## config.mk

```make
export PLATFORM = sky130hd
export DESIGN_NAME = reg_check_monitor
export DESIGN_NICKNAME = d
export VERILOG_FILES = /design/src/rtl/reg_check_monitor.sv
export SDC_FILE = /design/constraint.sdc
export NUM_CORES = 1
export LEC_CHECK = 0
export CORE_MARGIN = 2
export CORE_UTILIZATION = 58
export DETAILED_ROUTE_END_ITERATION = 7
export GPL_ROUTABILITY_DRIVEN = 0
export PLACE_DENSITY = 0.84
export REMOVE_ABC_BUFFERS = 1
export SETUP_SLACK_MARGIN = 0.4
export SYNTH_ARGS = -nofsm -noshare
export SYNTH_HDL_FRONTEND = slang
export SYNTH_SLANG_ARGS = --single-unit
```

## constraint.sdc

```tcl
create_clock -name clk -period 8 [get_ports clk]
set_clock_uncertainty 0.05 [all_clocks]
set_input_delay 1.6 -clock clk [delete_from_list [all_inputs] [get_ports clk]]
set_output_delay 1.6 -clock clk [all_outputs]
set_load 0.03 [all_outputs]
```

## src/rtl/reg_check_monitor.sv

```systemverilog
// Table-driven end-of-test register checker: waits (fixed delay or halt/timeout), then probes each enabled entry.
// Latency 1 + WAIT_CYCLES + 2*enabled + disabled in fixed mode; config writes and starts are dropped while busy.
`timescale 1ns/1ps
module reg_check_monitor #(
  parameter int XLEN        = 32,
  parameter int REG_AW      = 5,
  parameter int NUM_CHECKS  = 4,
  parameter int WAIT_MODE   = 0,
  parameter int WAIT_CYCLES = 100,
  localparam int IW = (NUM_CHECKS > 1) ? $clog2(NUM_CHECKS) : 1,
  localparam int CW = $clog2(NUM_CHECKS + 1)
) (
  input  logic              clk,
  input  logic              reset,
  input  logic              start,
  input  logic              halt,
  input  logic              cfg_we,
  input  logic [IW-1:0]     cfg_idx,
  input  logic              cfg_en,
  input  logic [REG_AW-1:0] cfg_reg,
  input  logic [XLEN-1:0]   cfg_val,
  output logic [REG_AW-1:0] rf_raddr,
  input  logic [XLEN-1:0]   rf_rdata,
  output logic              busy,
  output logic              done,
  output logic              pass,
  output logic              timed_out,
  output logic [CW-1:0]     fail_count,
  output logic [IW-1:0]     fail_idx,
  output logic [XLEN-1:0]   fail_actual
);

  localparam int              CNTW      = $clog2(WAIT_CYCLES + 1);
  localparam logic [IW:0]     NUM_ENT   = (IW + 1)'(NUM_CHECKS);
  localparam logic [IW-1:0]   LAST_IDX  = IW'(NUM_CHECKS - 1);
  localparam logic [CNTW-1:0] CNT_MAX   = CNTW'(WAIT_CYCLES);
  localparam bit              HALT_MODE = (WAIT_MODE == 1);

  typedef enum logic [2:0] {S_IDLE, S_WAIT, S_ADDR, S_CMP, S_DONE} state_e;

  state_e            state_q, state_d;
  logic [CNTW-1:0]   cnt_q, cnt_d;
  logic [IW-1:0]     idx_q, idx_d;
  logic              done_q, done_d;
  logic              pass_q, pass_d;
  logic              timed_out_q, timed_out_d;
  logic [CW-1:0]     fail_count_q, fail_count_d;
  logic [IW-1:0]     fail_idx_q, fail_idx_d;
  logic [XLEN-1:0]   fail_actual_q, fail_actual_d;
  logic [REG_AW-1:0] rf_raddr_q, rf_raddr_d;

  logic              tbl_en_q  [NUM_CHECKS];
  logic              tbl_en_d  [NUM_CHECKS];
  logic [REG_AW-1:0] tbl_reg_q [NUM_CHECKS];
  logic [REG_AW-1:0] tbl_reg_d [NUM_CHECKS];
  logic [XLEN-1:0]   tbl_val_q [NUM_CHECKS];
  logic [XLEN-1:0]   tbl_val_d [NUM_CHECKS];

  logic wait_done, cur_en, last_idx;

  assign wait_done = (cnt_q == CNT_MAX);
  assign cur_en    = tbl_en_q[idx_q];
  assign last_idx  = (idx_q == LAST_IDX);

  always_ff @(posedge clk) begin
    if (reset) state_q <= S_IDLE;
    else       state_q <= state_d;
  end

  // Halt has priority over the timeout limit when both land in the same cycle.
  always_comb begin
    state_d = state_q;
    case (state_q)
      S_IDLE, S_DONE: state_d = start ? S_WAIT : S_IDLE;
      S_WAIT: begin
        if (HALT_MODE) begin
          if (halt)           state_d = S_ADDR;
          else if (wait_done) state_d = S_DONE;
        end else if (wait_done) begin
          state_d = S_ADDR;
        end
      end
      S_ADDR: begin
        if (cur_en)        state_d = S_CMP;
        else if (last_idx) state_d = S_DONE;
      end
      S_CMP:   state_d = last_idx ? S_DONE : S_ADDR;
      default: state_d = S_IDLE;
    endcase
  end

  always_comb begin
    busy          = (state_q == S_WAIT) || (state_q == S_ADDR) || (state_q == S_CMP);
    cnt_d         = cnt_q;
    idx_d         = idx_q;
    done_d        = done_q;
    pass_d        = pass_q;
    timed_out_d   = timed_out_q;
    fail_count_d  = fail_count_q;
    fail_idx_d    = fail_idx_q;
    fail_actual_d = fail_actual_q;
    rf_raddr_d    = rf_raddr_q;
    case (state_q)
      S_IDLE, S_DONE: begin
        if (start) begin
          cnt_d         = '0;
          idx_d         = '0;
          done_d        = 1'b0;
          pass_d        = 1'b0;
          timed_out_d   = 1'b0;
          fail_count_d  = '0;
          fail_idx_d    = '0;
          fail_actual_d = '0;
        end
      end
      S_WAIT: begin
        idx_d = '0;
        if (!wait_done) cnt_d = cnt_q + CNTW'(1);
        if (HALT_MODE && !halt && wait_done) begin
          timed_out_d = 1'b1;
          done_d      = 1'b1;
          pass_d      = 1'b0;
        end
      end
      S_ADDR: begin
        if (cur_en) begin
          rf_raddr_d = tbl_reg_q[idx_q];
        end else if (last_idx) begin
          done_d = 1'b1;
          pass_d = (fail_count_q == '0) && !timed_out_q;
        end else begin
          idx_d = idx_q + IW'(1);
        end
      end
      S_CMP: begin
        if (rf_rdata != tbl_val_q[idx_q]) begin
          fail_count_d = fail_count_q + CW'(1);
          if (fail_count_q == '0) begin
            fail_idx_d    = idx_q;
            fail_actual_d = rf_rdata;
          end
        end
        if (last_idx) begin
          done_d = 1'b1;
          pass_d = (fail_count_d == '0) && !timed_out_q;
        end else begin
          idx_d = idx_q + IW'(1);
        end
      end
      default: ;
    endcase
  end

  always_comb begin
    tbl_en_d  = tbl_en_q;
    tbl_reg_d = tbl_reg_q;
    tbl_val_d = tbl_val_q;
    if (cfg_we && !busy && ({1'b0, cfg_idx} < NUM_ENT)) begin
      tbl_en_d[cfg_idx]  = cfg_en;
      tbl_reg_d[cfg_idx] = cfg_reg;
      tbl_val_d[cfg_idx] = cfg_val;
    end
  end

  always_ff @(posedge clk) begin
    if (reset) begin
      cnt_q         <= '0;
      idx_q         <= '0;
      done_q        <= 1'b0;
      pass_q        <= 1'b0;
      timed_out_q   <= 1'b0;
      fail_count_q  <= '0;
      fail_idx_q    <= '0;
      fail_actual_q <= '0;
      rf_raddr_q    <= '0;
      for (int i = 0; i < NUM_CHECKS; i++) begin
        tbl_en_q[i]  <= 1'b0;
        tbl_reg_q[i] <= '0;
        tbl_val_q[i] <= '0;
      end
    end else begin
      cnt_q         <= cnt_d;
      idx_q         <= idx_d;
      done_q        <= done_d;
      pass_q        <= pass_d;
      timed_out_q   <= timed_out_d;
      fail_count_q  <= fail_count_d;
      fail_idx_q    <= fail_idx_d;
      fail_actual_q <= fail_actual_d;
      rf_raddr_q    <= rf_raddr_d;
      tbl_en_q      <= tbl_en_d;
      tbl_reg_q     <= tbl_reg_d;
      tbl_val_q     <= tbl_val_d;
    end
  end

  // The probe address is presented combinationally in ADDR so a one-cycle read returns data in CMP.
  assign rf_raddr    = rf_raddr_d;
  assign done        = done_q;
  assign pass        = pass_q;
  assign timed_out   = timed_out_q;
  assign fail_count  = fail_count_q;
  assign fail_idx    = fail_idx_q;
  assign fail_actual = fail_actual_q;

endmodule

```

==> metrics <==
outcome finished, final reports clean; total net switching power 571 uW; part of the total power dissipated in the clock network 0.431; post-synthesis register bit count about 210; min cycle time layout 4.53 ns; number of search-and-repair iterations in the first detailed-routing pass 5; number of vias in the routed layout 7,668; antenna violations before repair 0; number of buffers on the longest clock path 3; DR DRC count 0; Post-CTS Setup Inserts 0; total global-route track usage 0.274; setup TNS 0 ns; proportion of layout cells with a drive suffix above 1 0.0873; area of the multi-input gates around 4400 um2; post-synthesis async set-or-reset flop share 0; Vias per Instance 5.80; total of fill cells in the finished design 1,160; fraction of power spent switching nets 0.242; dominant synthesized flop cell sky130_fd_sc_hd__dfxtp_1; hold path start done; nature of the critical path startpoint flip-flop; area of the mapped netlist 8880 um2; Placed Instance Area 10,100 um2; number of max-cap violations 0; global-route wire length before repair 36.4 mm; overall overflow remaining after global route 0; Int Pwr roughly 1.8 mW; reported leakage power between 3 and 4 nW; Logic pwr share 0.107; vias in the first global route 7,327; number of buffers created by CTS 22; Post-Syn Area per Cell 8.52 um2; sequential-to-total area share from yosys stat 0.469; I/O pins 123; slack of the worst reg-to-reg path 4.12 ns; number of I/O port buffers 120; worst reg2reg path endpoint fail_actual[3]; Detailed Place HPWL 12.8 mm; Core Rows 45; synthesis-to-layout area growth 22.2%; highest-delay cell along the critical path sky130_fd_sc_hd__mux4_2; CTS sink cnt roughly 210; Inst Count DP 1,284; setup repair after global routing missed its margin no; largest fanout on the critical path 41; number of enable flip-flop cells after synthesis 0; Min-Delay Path Class flip-flop to flip-flop; number of nets in the layout about 1.2k; hold path endpoint done; Mapped Cells 1,043; Worst slew margin 0.225; drt wl/cell 16.9 um; total of cells resized after clock tree synthesis 0; final setup slack of the worst path 3.47 ns; Worst Hold Depth 2; Critical Path RT 6.35 ns; upper clock frequency limit 221 MHz; cts hold-fix bufs 0; Cell Count, Final, Fillers Out 1,322; Max Transition Viols Final 0; highest cell delay on the worst timing path 0.59 ns; Cell Pwr Density 217 nW/um2; number of unique standard cell types used by synthesis 42; TritonCTS clock tree done; post-route worst hold slack 0.399 ns; Die Area approximately 16,000 um2; post-synth top area cell sky130_fd_sc_hd__dfxtp_1; CTS H-tree lvls 1; final hold violations 0; Synth top area share 0.469; Detailed Route Iter0 Violations about 630; Crit path arrival time 2.88 ns; reg2reg start idx_q[1]; warnings from Yosys 0; peak ir drop on the vdd network 0.155 mV; insertion delay to the later sink of the worst-skew pair 0.51 ns; Worst R2R Path Depth 9; sequential fraction of design power 0.462; cells along the critical path buf_4 > mux4_2 > mux2_2 > clkdlybuf4s50_1; clock input transition at the sequential cells of the worst setup and hold paths 0.06 ns; Placement Setup Slack 3.68 ns; starting utilization of the core area 0.589; Register Area approximately 4200 um2; worst slew pin tran 1.16 ns; Die Ht 128 um; Setup Crit Path Kind flip-flop to primary output; cell at the root of the clock tree sky130_fd_sc_hd__clkbuf_16; leading cell types by total area after synthesis sky130_fd_sc_hd__dfxtp_1, sky130_fd_sc_hd__nand2_1, sky130_fd_sc_hd__a21oi_1; Worst setup EP type primary output; largest net degree at the start of global routing 138; core area 15,100 um2; final instance area around 11,000 um2; Finish-stage setup viols 0; Tcrit/Tclk final 0.566; die boundary width between 100 and 150 um; Routed WL 22.4 mm; Antenna Cells 0; Routed Antenna Nets 0
kinds of logic after synthesis:
logic type,after synthesis,synth area share
buf+inv,85,0.0394
flops,208,0.469
other cells,1,0.000422
fa+ha+maj,5,0.00704
compound gates,210,0.123
xor+xnor,36,0.0355
mux,44,0.104
simple gates,454,0.222
placed cells by master, fill, tap and decap left out, drive strengths merged, types with 11 or more instances in the layout:
cell           Yosys  routed
clkdlybuf4s50      0     119
nand4             11      11
dfxtp            208     208
clkbuf            66      35
mux4              38      38
a21oi            194     194
nand2            353     353
nor2              16      16
xnor2             33      33
nand3b            36      36
buf               12      12
synthesized netlist by cell type, types with 2 or more instances:
master / count
sky130_fd_sc_hd__clkbuf_1: 66
sky130_fd_sc_hd__nor3_1: 5
sky130_fd_sc_hd__nand2b_1: 3
sky130_fd_sc_hd__buf_4: 5
sky130_fd_sc_hd__xor2_1: 3
sky130_fd_sc_hd__nor2_1: 16
sky130_fd_sc_hd__or3_1: 3
sky130_fd_sc_hd__xnor2_1: 33
sky130_fd_sc_hd__and2_1: 3
sky130_fd_sc_hd__or4_1: 2
sky130_fd_sc_hd__buf_2: 4
sky130_fd_sc_hd__nor4_1: 4
sky130_fd_sc_hd__mux2_2: 5
sky130_fd_sc_hd__a211oi_1: 3
sky130_fd_sc_hd__a31oi_1: 2
sky130_fd_sc_hd__a21oi_1: 194
sky130_fd_sc_hd__nand2_1: 353
sky130_fd_sc_hd__ha_1: 5
sky130_fd_sc_hd__nand3b_1: 36
sky130_fd_sc_hd__inv_1: 7
sky130_fd_sc_hd__nand4_1: 11
sky130_fd_sc_hd__mux4_2: 38
sky130_fd_sc_hd__o21ai_0: 6
sky130_fd_sc_hd__buf_1: 2
sky130_fd_sc_hd__nand3_1: 4
sky130_fd_sc_hd__nor2b_1: 7
sky130_fd_sc_hd__dfxtp_1: 208
worst max-delay path by stage:
stage | start | endpoint | slack [ns] | cells past startpoint
2_1_floorplan | idx_q[1] | fail_actual[0] | 2.04 | 7
3_3_place_gp | rf_rdata[15] | fail_actual[15] | 3.75 | 8
3_5_place_dp | rf_rdata[15] | fail_actual[7] | 3.68 | 8
4_1_cts | idx_q[0] | rf_raddr[1] | 3.46 | 4
5_1_grt | idx_q[0] | rf_raddr[2] | 3.40 | 4
6_report | idx_q[0] | rf_raddr[1] | 3.47 | 4
flip-flops by register name, summed over array words and instances (netlist names), 3 cells and up:
name         cells
fail_count       3
tbl_val_q      128
state_q          3
tbl_en_q         4
tbl_reg_q       20
cnt_q            7
rf_raddr_q       5
fail_actual     32
power groups by stage:
stage / Sequential [mW] / Combinational, mW / Clock [mW]
after floorplan: 1.12 / 0.116 / 0
after global placement: 1.11 / 0.244 / 0
after detailed placement: 1.11 / 0.248 / 0
after CTS: 1.09 / 0.251 / 1.02
after global routing: 1.09 / 0.272 / 1.07
final: 1.09 / 0.252 / 1.02
critical path: cells and delay by family, from the launching register on:
| kind | cells | cell delay [ns] |
|---|---|---|
| buf+inv | 2 | 1.17 |
| mux | 2 | 0.87 |
| flops | 1 | 0.34 |
layer usage:
layer	GRT usage	share of wire	up-vias
li1	-	-	3675
met1	0.370	0.42	3706
met2	0.464	0.49	253
met3	0.0401	0.069	34
met4	0.0718	0.020	0
met5	0	0	-
final cells by class:
class,count,area share
tap,188,0.0217
inverter,7,0.00242
multi-input combinational,750,0.406
timing repair buffer,131,0.118
clock inverter,3,0.00507
clock buffer,35,0.0626
sequential,208,0.384
through the flow:
step	power [mW]	util
floorplan	1.23	-
global placement	1.35	0.671
detailed placement	1.36	0.671
CTS	2.36	0.719
global route	2.43	0.719
finish	2.36	0.719
No activity file was read; power rests on OpenSTA's default activity.
